`src/rtl/mdu_pkg.sv`:
```
// Shared definitions for the iterative multiply/divide unit.
//   - op encodings as presented on the op input
//   - FSM state type and state constants
//   - LO value written on divide by zero
package mdu_pkg;

    localparam logic [1:0] OP_MULTU = 2'b00;
    localparam logic [1:0] OP_MULT  = 2'b01;
    localparam logic [1:0] OP_DIVU  = 2'b10;
    localparam logic [1:0] OP_DIV   = 2'b11;

    typedef logic [1:0] state_t;

    localparam state_t IDLE = 2'd0;
    localparam state_t CALC = 2'd1;
    localparam state_t FIN  = 2'd2;

    // Wide enough for any supported WIDTH; users take the low WIDTH bits.
    localparam logic [63:0] DIV0_LO = '1;

endpackage

```
`src/rtl/mul_div_unit_if.sv`:
```
// Bus between the pipeline controller and the multiply/divide unit.
//   start/op/operand_a/operand_b : operation request (sampled in IDLE)
//   mthi/mtlo/mt_data            : direct HI/LO writes (IDLE only)
//   busy/done                    : handshake back to the controller
//   hi/lo                        : architectural HI/LO registers
// master = controller side, slave = mul_div_unit side.
interface mul_div_unit_if #(
    parameter int WIDTH = 32
);
    logic             start;
    logic [1:0]       op;
    logic [WIDTH-1:0] operand_a;
    logic [WIDTH-1:0] operand_b;
    logic             mthi;
    logic             mtlo;
    logic [WIDTH-1:0] mt_data;
    logic             busy;
    logic             done;
    logic [WIDTH-1:0] hi;
    logic [WIDTH-1:0] lo;

    modport master (
        output start, op, operand_a, operand_b, mthi, mtlo, mt_data,
        input  busy, done, hi, lo
    );

    modport slave (
        input  start, op, operand_a, operand_b, mthi, mtlo, mt_data,
        output busy, done, hi, lo
    );
endinterface

```
`src/rtl/mdu_sign_fix.sv`:
```
// Conditional two's-complement negation.
//   val_i : input value
//   neg_i : 1 = output -val_i, 0 = pass through
//   val_o : result
module mdu_sign_fix #(
    parameter int W = 32
) (
    input  logic [W-1:0] val_i,
    input  logic         neg_i,
    output logic [W-1:0] val_o
);
    assign val_o = neg_i ? (~val_i + W'(1)) : val_i;
endmodule

```
`src/rtl/mul_div_unit.sv`:
```
// Iterative MULT/MULTU/DIV/DIVU unit holding the HI/LO registers.
//   clk   : rising-edge clock
//   reset : synchronous active-high reset, dominates everything
//   bus   : mul_div_unit_if slave (start/op/operands, mthi/mtlo, busy/done, hi/lo)
// One multiplier bit (shift-add) or one quotient bit (restoring) per CALC
// cycle on operand magnitudes; signs are re-applied when HI/LO are written.
module mul_div_unit
    import mdu_pkg::*;
#(
    parameter int WIDTH = 32,
    parameter int CNT_W = 6
) (
    input  logic            clk,
    input  logic            reset,
    mul_div_unit_if.slave   bus
);
    state_t               state_q, state_d;
    logic [CNT_W-1:0]     cnt_q, cnt_d;
    logic                 is_div_q, is_div_d;
    logic [2*WIDTH-1:0]   acc_q, acc_d;     // {partial product | remainder, multiplier | quotient}
    logic [WIDTH-1:0]     b_q, b_d;         // multiplicand or divisor magnitude
    logic [WIDTH-1:0]     a_raw_q, a_raw_d; // raw dividend, returned in HI on divide by zero
    logic                 sign_lo_q, sign_lo_d;
    logic                 sign_hi_q, sign_hi_d;
    logic                 bzero_q, bzero_d;
    logic [WIDTH-1:0]     hi_q, hi_d;
    logic [WIDTH-1:0]     lo_q, lo_d;
    logic                 busy_q, busy_d;
    logic                 done_q, done_d;

    logic                 a_neg, b_neg;
    logic [WIDTH-1:0]     abs_a, abs_b;
    logic [WIDTH:0]       mul_sum;
    logic [2*WIDTH-1:0]   mul_next;
    logic [WIDTH:0]       div_sh, div_diff;
    logic [2*WIDTH-1:0]   div_next;
    logic [2*WIDTH-1:0]   prod_fix;
    logic [WIDTH-1:0]     quo_fix, rem_fix;

    // op[0] marks the signed variants.
    assign a_neg = bus.op[0] & bus.operand_a[WIDTH-1];
    assign b_neg = bus.op[0] & bus.operand_b[WIDTH-1];

    mdu_sign_fix #(.W(WIDTH))   u_abs_a (.val_i(bus.operand_a), .neg_i(a_neg), .val_o(abs_a));
    mdu_sign_fix #(.W(WIDTH))   u_abs_b (.val_i(bus.operand_b), .neg_i(b_neg), .val_o(abs_b));
    mdu_sign_fix #(.W(2*WIDTH)) u_prod  (.val_i(acc_q), .neg_i(sign_lo_q), .val_o(prod_fix));
    mdu_sign_fix #(.W(WIDTH))   u_quo   (.val_i(acc_q[WIDTH-1:0]), .neg_i(sign_lo_q), .val_o(quo_fix));
    mdu_sign_fix #(.W(WIDTH))   u_rem   (.val_i(acc_q[2*WIDTH-1:WIDTH]), .neg_i(sign_hi_q), .val_o(rem_fix));

    // Shift-add step: add multiplicand to upper half when the current
    // multiplier LSB is set, then shift the whole accumulator right.
    assign mul_sum  = {1'b0, acc_q[2*WIDTH-1:WIDTH]} + {1'b0, (acc_q[0] ? b_q : '0)};
    assign mul_next = {mul_sum, acc_q[WIDTH-1:1]};

    // Restoring step: shift the next dividend bit into the remainder and
    // subtract the divisor; a clear borrow bit means the subtraction stands.
    assign div_sh   = {acc_q[2*WIDTH-1:WIDTH], acc_q[WIDTH-1]};
    assign div_diff = div_sh - {1'b0, b_q};
    assign div_next = !div_diff[WIDTH]
                    ? {div_diff[WIDTH-1:0], acc_q[WIDTH-2:0], 1'b1}
                    : {div_sh[WIDTH-1:0],   acc_q[WIDTH-2:0], 1'b0};

    always_comb begin
        state_d   = state_q;
        cnt_d     = cnt_q;
        is_div_d  = is_div_q;
        acc_d     = acc_q;
        b_d       = b_q;
        a_raw_d   = a_raw_q;
        sign_lo_d = sign_lo_q;
        sign_hi_d = sign_hi_q;
        bzero_d   = bzero_q;
        hi_d      = hi_q;
        lo_d      = lo_q;
        busy_d    = busy_q;
        done_d    = 1'b0;

        case (state_q)
            IDLE: begin
                if (bus.start) begin
                    state_d   = CALC;
                    busy_d    = 1'b1;
                    cnt_d     = '0;
                    is_div_d  = bus.op[1];
                    acc_d     = {{WIDTH{1'b0}}, abs_a};
                    b_d       = abs_b;
                    a_raw_d   = bus.operand_a;
                    sign_lo_d = a_neg ^ b_neg;
                    sign_hi_d = a_neg;
                    bzero_d   = (bus.operand_b == '0);
                end else begin
                    // start has priority, so mt writes only land here.
                    if (bus.mthi) hi_d = bus.mt_data;
                    if (bus.mtlo) lo_d = bus.mt_data;
                end
            end
            CALC: begin
                acc_d = is_div_q ? div_next : mul_next;
                if (cnt_q == CNT_W'(WIDTH-1)) begin
                    cnt_d   = '0;
                    state_d = FIN;
                end else begin
                    cnt_d = cnt_q + CNT_W'(1);
                end
            end
            FIN: begin
                state_d = IDLE;
                busy_d  = 1'b0;
                done_d  = 1'b1;
                if (!is_div_q) begin
                    {hi_d, lo_d} = prod_fix;
                end else if (bzero_q) begin
                    hi_d = a_raw_q;
                    lo_d = DIV0_LO[WIDTH-1:0];
                end else begin
                    hi_d = rem_fix;
                    lo_d = quo_fix;
                end
            end
            default: begin
                state_d = IDLE;
                busy_d  = 1'b0;
            end
        endcase
    end

    always_ff @(posedge clk) begin
        if (reset) begin
            state_q   <= IDLE;
            cnt_q     <= '0;
            is_div_q  <= 1'b0;
            acc_q     <= '0;
            b_q       <= '0;
            a_raw_q   <= '0;
            sign_lo_q <= 1'b0;
            sign_hi_q <= 1'b0;
            bzero_q   <= 1'b0;
            hi_q      <= '0;
            lo_q      <= '0;
            busy_q    <= 1'b0;
            done_q    <= 1'b0;
        end else begin
            state_q   <= state_d;
            cnt_q     <= cnt_d;
            is_div_q  <= is_div_d;
            acc_q     <= acc_d;
            b_q       <= b_d;
            a_raw_q   <= a_raw_d;
            sign_lo_q <= sign_lo_d;
            sign_hi_q <= sign_hi_d;
            bzero_q   <= bzero_d;
            hi_q      <= hi_d;
            lo_q      <= lo_d;
            busy_q    <= busy_d;
            done_q    <= done_d;
        end
    end

    assign bus.busy = busy_q;
    assign bus.done = done_q;
    assign bus.hi   = hi_q;
    assign bus.lo   = lo_q;

endmodule

```
`src/flat_wrapper.sv`:
```
// flat-port wrapper written by rule: the top's interface ports become plain ports
module mul_div_unit_flat import mdu_pkg::*;
#(
    parameter int WIDTH = 32,
    parameter int CNT_W = 6
)
  (clk, reset, bus_start, bus_op, bus_operand_a, bus_operand_b, bus_mthi, bus_mtlo, bus_mt_data, bus_busy, bus_done, bus_hi, bus_lo);
  mul_div_unit_if #(.WIDTH(WIDTH)) bus_i ();
  input  logic clk;
  input  logic reset;
  input wire logic [$bits(bus_i.start)-1:0] bus_start;
  input wire logic [$bits(bus_i.op)-1:0] bus_op;
  input wire logic [$bits(bus_i.operand_a)-1:0] bus_operand_a;
  input wire logic [$bits(bus_i.operand_b)-1:0] bus_operand_b;
  input wire logic [$bits(bus_i.mthi)-1:0] bus_mthi;
  input wire logic [$bits(bus_i.mtlo)-1:0] bus_mtlo;
  input wire logic [$bits(bus_i.mt_data)-1:0] bus_mt_data;
  output wire logic [$bits(bus_i.busy)-1:0] bus_busy;
  output wire logic [$bits(bus_i.done)-1:0] bus_done;
  output wire logic [$bits(bus_i.hi)-1:0] bus_hi;
  output wire logic [$bits(bus_i.lo)-1:0] bus_lo;
  assign bus_i.start = bus_start;
  assign bus_i.op = bus_op;
  assign bus_i.operand_a = bus_operand_a;
  assign bus_i.operand_b = bus_operand_b;
  assign bus_i.mthi = bus_mthi;
  assign bus_i.mtlo = bus_mtlo;
  assign bus_i.mt_data = bus_mt_data;
  assign bus_busy = bus_i.busy;
  assign bus_done = bus_i.done;
  assign bus_hi = bus_i.hi;
  assign bus_lo = bus_i.lo;
  mul_div_unit #(.WIDTH(WIDTH), .CNT_W(CNT_W)) u_core (.clk(clk), .reset(reset), .bus(bus_i));
endmodule
```
`config.mk`:
```
export PLATFORM = sky130hd
export DESIGN_NAME = mul_div_unit_flat
export DESIGN_NICKNAME = d
export VERILOG_FILES = /design/src/rtl/mdu_pkg.sv /design/src/rtl/mul_div_unit_if.sv /design/src/rtl/mdu_sign_fix.sv /design/src/rtl/mul_div_unit.sv /design/src/flat_wrapper.sv
export SDC_FILE = /design/constraint.sdc
export NUM_CORES = 1
export LEC_CHECK = 0
export ABC_AREA = 1
export BUFFER_PORTS_ARGS = -buffer_cell sky130_fd_sc_hd__buf_4
export CORE_ASPECT_RATIO = 0.5
export CORE_MARGIN = 8
export CORE_UTILIZATION = 40
export CTS_CLUSTER_SIZE = 30
export DETAILED_ROUTE_END_ITERATION = 10
export PLACE_DENSITY = 0.68
export SETUP_SLACK_MARGIN = 0.5
export SYNTH_ARGS = -nofsm -noshare
export SYNTH_HDL_FRONTEND = slang
export SYNTH_SLANG_ARGS = --single-unit
```
`constraint.sdc`:
```
create_clock -name clk -period 2.8 [get_ports clk]
set_clock_uncertainty 0.2 [all_clocks]
set_input_delay 0.14 -clock clk [delete_from_list [all_inputs] [get_ports clk]]
set_output_delay 0.14 -clock clk [all_outputs]
set_load 0.05 [all_outputs]
```
# Word-level counts from Yosys, hierarchy flattened
# Index checks and enable logic that the tools add are counted.
[word_totals]
ff_bits = 206
in_bits = 103
out_inout_bits = 66
[op_classes]
bitwise = 9
eq_ne = 8
n_addsub = 8
mux = 29
n_reduce_logical = 10
[ops]
columns = ["cell", "count"]
rows = [
  ["$mux W32", 13],
  ["$mux W64", 4],
  ["$add A32 B1 Y32 const B", 4],
  ["$not A32 Y32", 4],
  ["$pmux W32 S2", 2],
  ["$pmux W64 S2", 1],
  ["$add A64 B1 Y64 const B", 1],
  ["$not A64 Y64", 1],
  ["$add A32 B32 Y33", 1],
  ["$sub A33 B32 Y33", 1],
  ["$logic_not A32 Y1", 1],
  ["$mux W6", 2],
  ["$pmux W6 S2", 1],
  ["$ne A2 B2 Y1 const B", 4],
  ["$reduce_and A2 Y1", 4],
  ["$add A6 B1 Y6 const B", 1],
  ["$eq A6 B5 Y1 const B", 1],
  ["$reduce_and A3 Y1", 2],
  ["$mux W2", 2],
  ["$pmux W2 S2", 1],
  ["$reduce_bool A2 Y1", 2],
  ["$and A1 B1 Y1", 2],
  ["$eq A2 B1 Y1 const B", 1],
  ["$eq A2 B2 Y1 const B", 1],
  ["other kinds (6)", 7],
]

# Depth between registers and ports, before layout
[logic_depth]
word_depth = 6
ltp_mapped = 20

# By module
# A second synthesis with hierarchy kept.
[hier_totals]
cells_unflattened = 3725
hier_area_um2 = 21216.6
[by_module_without_submodules]
columns = ["mod", "cells_each", "area_each_um2", "n_inst"]
rows = [
  ["mul_div_unit", 2319, 14316.2, 1],
  ["mdu_sign_fix at u_core.u_abs_a ...", 227, 1108.6, 4],
  ["mdu_sign_fix at u_core.u_prod", 498, 2466.1, 1],
]

# Least setup slack after synthesis
# OpenSTA, ideal clock, no wires.
[synth_path]
path_kind = "register -> register"
start = "register u_core.acc_q[0]"
end = "register u_core.acc_q[59]"
path_slack_ns = 0.083
path_stages_with_launch = 20
n_path_buf = 2
required_time_ns = 2.466
arrival_time_ns = 2.383
cell_sequence = "dfxtp_1 > buf_2 > clkbuf_1 > nand2_1 > inv_1 > ha_1 > inv_1 > fa_1 > inv_1 > nand3_1 > nand3_1 > nand2_1 > nand3_1 > nand3_1 > nand3_1 > nand2_1 > nor2_1 > nor2_1 > nand2_1 > a21oi_1"
[synth_via]
elab_chain_len = 4
[synth_lines]
columns = ["element", "line_no", "source"]
rows = [
  ["from (decl)", "mul_div_unit.sv:20", "logic [2*WIDTH-1:0] acc_q, acc_d;"],
  ["from (signal assigned)", "mul_div_unit.sv:132", "acc_q <= '0;"],
  ["from (signal assigned)", "mul_div_unit.sv:146", "acc_q <= acc_d;"],
  ["$mux W32", "mul_div_unit.sv:52", "assign mul_sum = {1'b0, acc_q[2*WIDTH-1:WIDTH]} + {1'b0, (acc_q[0] ? b_q : '0)};"],
  ["$add A32 B32 Y33", "mul_div_unit.sv:52", ""],
  ["$mux W64", "mul_div_unit.sv:98", "acc_d = is_div_q ? div_next : mul_next;"],
  ["$pmux W64 S2", "mul_div_unit.sv:78", "case (state_q)"],
]
# No other way between the ends.
# A chain may end at the register's enable or synchronous reset.

# Final worst setup path
[layout_path]
start = "register u_core.b_q[16]"
end = "register u_core.acc_q[33]"
[layout_via]
elab_chain_len = 4
[layout_lines]
columns = ["element", "line_no", "source"]
rows = [
  ["from (decl)", "mul_div_unit.sv:21", "logic [WIDTH-1:0] b_q, b_d;"],
  ["from (signal assigned)", "mul_div_unit.sv:133", "b_q <= '0;"],
  ["from (signal assigned)", "mul_div_unit.sv:147", "b_q <= b_d;"],
  ["$sub A33 B32 Y33", "mul_div_unit.sv:58", "assign div_diff = div_sh - {1'b0, b_q};"],
  ["$mux W64", "mul_div_unit.sv:60", "? {div_diff[WIDTH-1:0], acc_q[WIDTH-2:0], 1'b1}"],
  ["$mux W64", "mul_div_unit.sv:98", ""],
  ["$pmux W64 S2", "mul_div_unit.sv:78", ""],
]
# No other way between the ends.

==> impl_metrics.json <==
{
  "ys_warn_count": 0,
  "dp.cells": 4355,
  "drive_gt1_frac": 0.2402,
  "num_vias": 25740,
  "ys.flop_type": "dfxtp_1",
  "nNetsFinal": 4080,
  "synth_edf_count": 0,
  "first_pass_iters": 5,
  "worst_path_max_delay_cell": "dfxtp_1",
  "final_cell_mix": "nand2_1 (881), inv_1 (470), buf_4 (329)",
  "fillerInstances": 4854,
  "syn_to_final_growth_pct": 38.46,
  "hold_slack_ns": 0.04483,
  "fmax_ghz": 0.3800,
  "path_common_cell": "nand2_1",
  "slew_violations": 0,
  "hp-class": "primary input to flip-flop",
  "route.detailed.drc": 0,
  "syn_avg_cell_area_um2": 5.490,
  "instances_no_fill": 4572,
  "grtUsageTotal": 0.3176,
  "worstMarginPinSlew_ns": 0.9563,
  "r2r_slack_ns": 0.17,
  "htree_levels": 1,
  "async_reset_ff_frac": 0,
  "numCtsBuffers": 23,
  "clkLatencyLatePin_ns": 0.58,
  "max-cap-violations": 0,
  "routed_wl_um": 95310,
  "synth.distinct_cells": 47,
  "clockRootBuffer": "clkbuf_16",
  "placed_cell_area_um2": 22210,
  "first_global_vias": 23160,
  "ant_nets": 0,
  "cts_tree": "yes",
  "start_util": 0.4031,
  "max-vdd-ir-drop_mv": 0.4330,
  "worstReg2RegStart": "u_core.b_q[16]",
  "dp_hpwl_um": 73240,
  "clock_path_buffers": 3,
  "wl_per_cell_um": 20.85,
  "drt_iter0_markers": 3066,
  "die_area_um2": 56400,
  "crit_chain": "inv_1, ha_4, nand2_1, nor2_1, nand2_1, nor2_2, nand2_4, nand2_4, buf_4, nand2_4, buf_6, nand2_2, nand2_1, nand3_1, nand2_1, a21oi_1",
  "overflow": 0,
  "antenna_found_initial": 0,
  "yosys.area.top_type": "dfxtp_1",
  "startpoint_type": "flip-flop",
  "syn_nets": 3719,
  "clock-sinks": 206,
  "viasPerCell": 5.630,
  "seq_area_frac_synth": 0.2119,
  "grt_pass1_wl_um": 140400,
  "setup_viol": 0,
  "cp.arrival_ns": 2.90,
  "relSlewSlack": 0.3618,
  "hold_violations": 0,
  "rsz0062_at_grt": "yes",
  "hp-start": "reset",
  "hold_end": "u_core.b_q[24]",
  "path_class": "flip-flop to flip-flop",
  "post-route-period-util": 0.9400,
  "worstRegToRegCells": 16,
  "min_path_cells": 4,
  "synthCells": 3545,
  "clk_pin_slew_ns": 0.07,
  "cp.required_ns": 3.06,
  "grt_start_max_net_pins": 69,
  "leakagePower_uw": 0.01321,
  "stdcell_area_um2": 26950,
  "core_um2": 48280,
  "ioPinCount": 169,
  "mostFrequentLayoutCell": "nand2_1",
  "fp.dieW_um": 328.0,
  "yosys.area.top_type_share": 0.2119,
  "netlist_area_um2": 19460,
  "status": "finished clean",
  "crit_path_max_incr_delay_ns": 0.42,
  "die_y_um": 172.0,
  "yosys-top-cells-area": "dfxtp_1 (21%), nand2_1 (20%), inv_1 (10%)",
  "powerDensity_nw_per_um2": 438.5,
  "routabilityCongestion": 1.030,
  "ys_ff_latch": 206,
  "rows": 57,
  "layout_min_cycle_time_ns": 2.632,
  "portBuffers": 168,
  "end_kind": "flip-flop",
  "rr_endpoint": "u_core.acc_q[33]",
  "path_max_fanout": 4,
  "total_power_uw": 11820
}
-- worst max-delay path, delay by kind of cell, from the launching register on --
family | cells | cell delay (ns)
AOI/OAI and AO/OA | 1 | 0.14
adders and majority gates | 1 | 0.31
buffers and inverters | 3 | 0.36
DFF | 1 | 0.42
and+or+nand+nor | 11 | 1.11
-- stage by stage --
step / utilization / setup slack, ns / TNS [ns]
global route: 0.5581 / 0.03844 / 0
CTS: 0.5248 / 0.2029 / 0
global placement: 0.4601 / -0.2101 / -0.4519
finish: 0.5582 / 0.1681 / 0
floorplan: - / 0.3937 / 0
detailed placement: 0.4601 / -0.2241 / -0.3781
-- flip-flops by register name (all words and copies together) (netlist names), 2 cells and up --
name            flops
u_core.a_raw_q     32
u_core.acc_q       64
u_core.b_q         32
u_core.bus.hi      32
u_core.bus.lo      32
u_core.cnt_q        6
u_core.state_q      2
-- final cells by class --
| type | instances | area, um2 | share of cell area |
|---|---|---|---|
| Multi-Input combinational cell | 2656 | 14880 | 0.5522 |
| Sequential cell | 206 | 4209 | 0.1562 |
| Timing Repair Buffer | 483 | 4203 | 0.1559 |
| Inverter | 536 | 2046 | 0.07591 |
| Tap cell | 649 | 812.0 | 0.03013 |
| Clock buffer | 25 | 603.1 | 0.02238 |
| Clock inverter | 16 | 192.7 | 0.007150 |
| Antenna cell | 1 | 2.502 | 0.00009285 |
-- how the worst max path moves through the flow --
stage / cells after the start / slack, ns / endpoint / start
2_1_floorplan: 20 / 0.39 / u_core.acc_q[47] / u_core.acc_q[31]
3_3_place_gp: 16 / -0.21 / u_core.acc_q[59] / u_core.acc_q[0]
3_5_place_dp: 16 / -0.22 / u_core.acc_q[59] / u_core.acc_q[0]
4_1_cts: 16 / 0.20 / u_core.acc_q[43] / u_core.acc_q[0]
5_1_grt: 17 / 0.04 / u_core.acc_q[60] / u_core.acc_q[0]
6_report: 16 / 0.17 / u_core.acc_q[33] / u_core.b_q[16]
-- report_power, final --
group          switching (uW)  internal [uW]
combinational            3210           1790
clock                    1530           1860
sequential                268           3150
total                    5010           6810
-- cell usage after synthesis (all sizes together) (25+ instances only) --
master	n
nor3	36
o21ai	306
nand4	44
inv	533
ha	69
clkbuf	122
nand2	1054
buf	25
dfxtp	206
a21oi	360
nor2	335
nand3	286
xor2	47
-- logic make-up after synthesis --
| logic type | after synthesis | share of synthesized area |
|---|---|---|
| and+or+nand+nor | 1797 | 0.3844 |
| AOI/OAI and AO/OA | 724 | 0.1950 |
| buffers and inverters | 683 | 0.1335 |
| DFF | 206 | 0.2119 |
| adders and majority gates | 71 | 0.04641 |
| xor gates and xnor gates | 64 | 0.02880 |
-- timing repair --
item / 4_1_cts / 5_1_grt
pin swaps: 23 / 108
buffers inserted: 17 / 28
endpoints found under the hold margin: 164 / 0
setup endpoints to repair: 76 / 112
hold buffers: 125 / 0
resized for setup: 213 / 406
cloned: 3 / 2
-- layer usage --
metal,vias up,part of all wire,global-route usage
li1,12110,-,-
met4,0,0.042,0.1142
met2,1406,0.43,0.5024
met1,11980,0.43,0.4339
met3,239,0.096,0.05491
met5,-,0,0
Power figures use the tool's default switching activity.
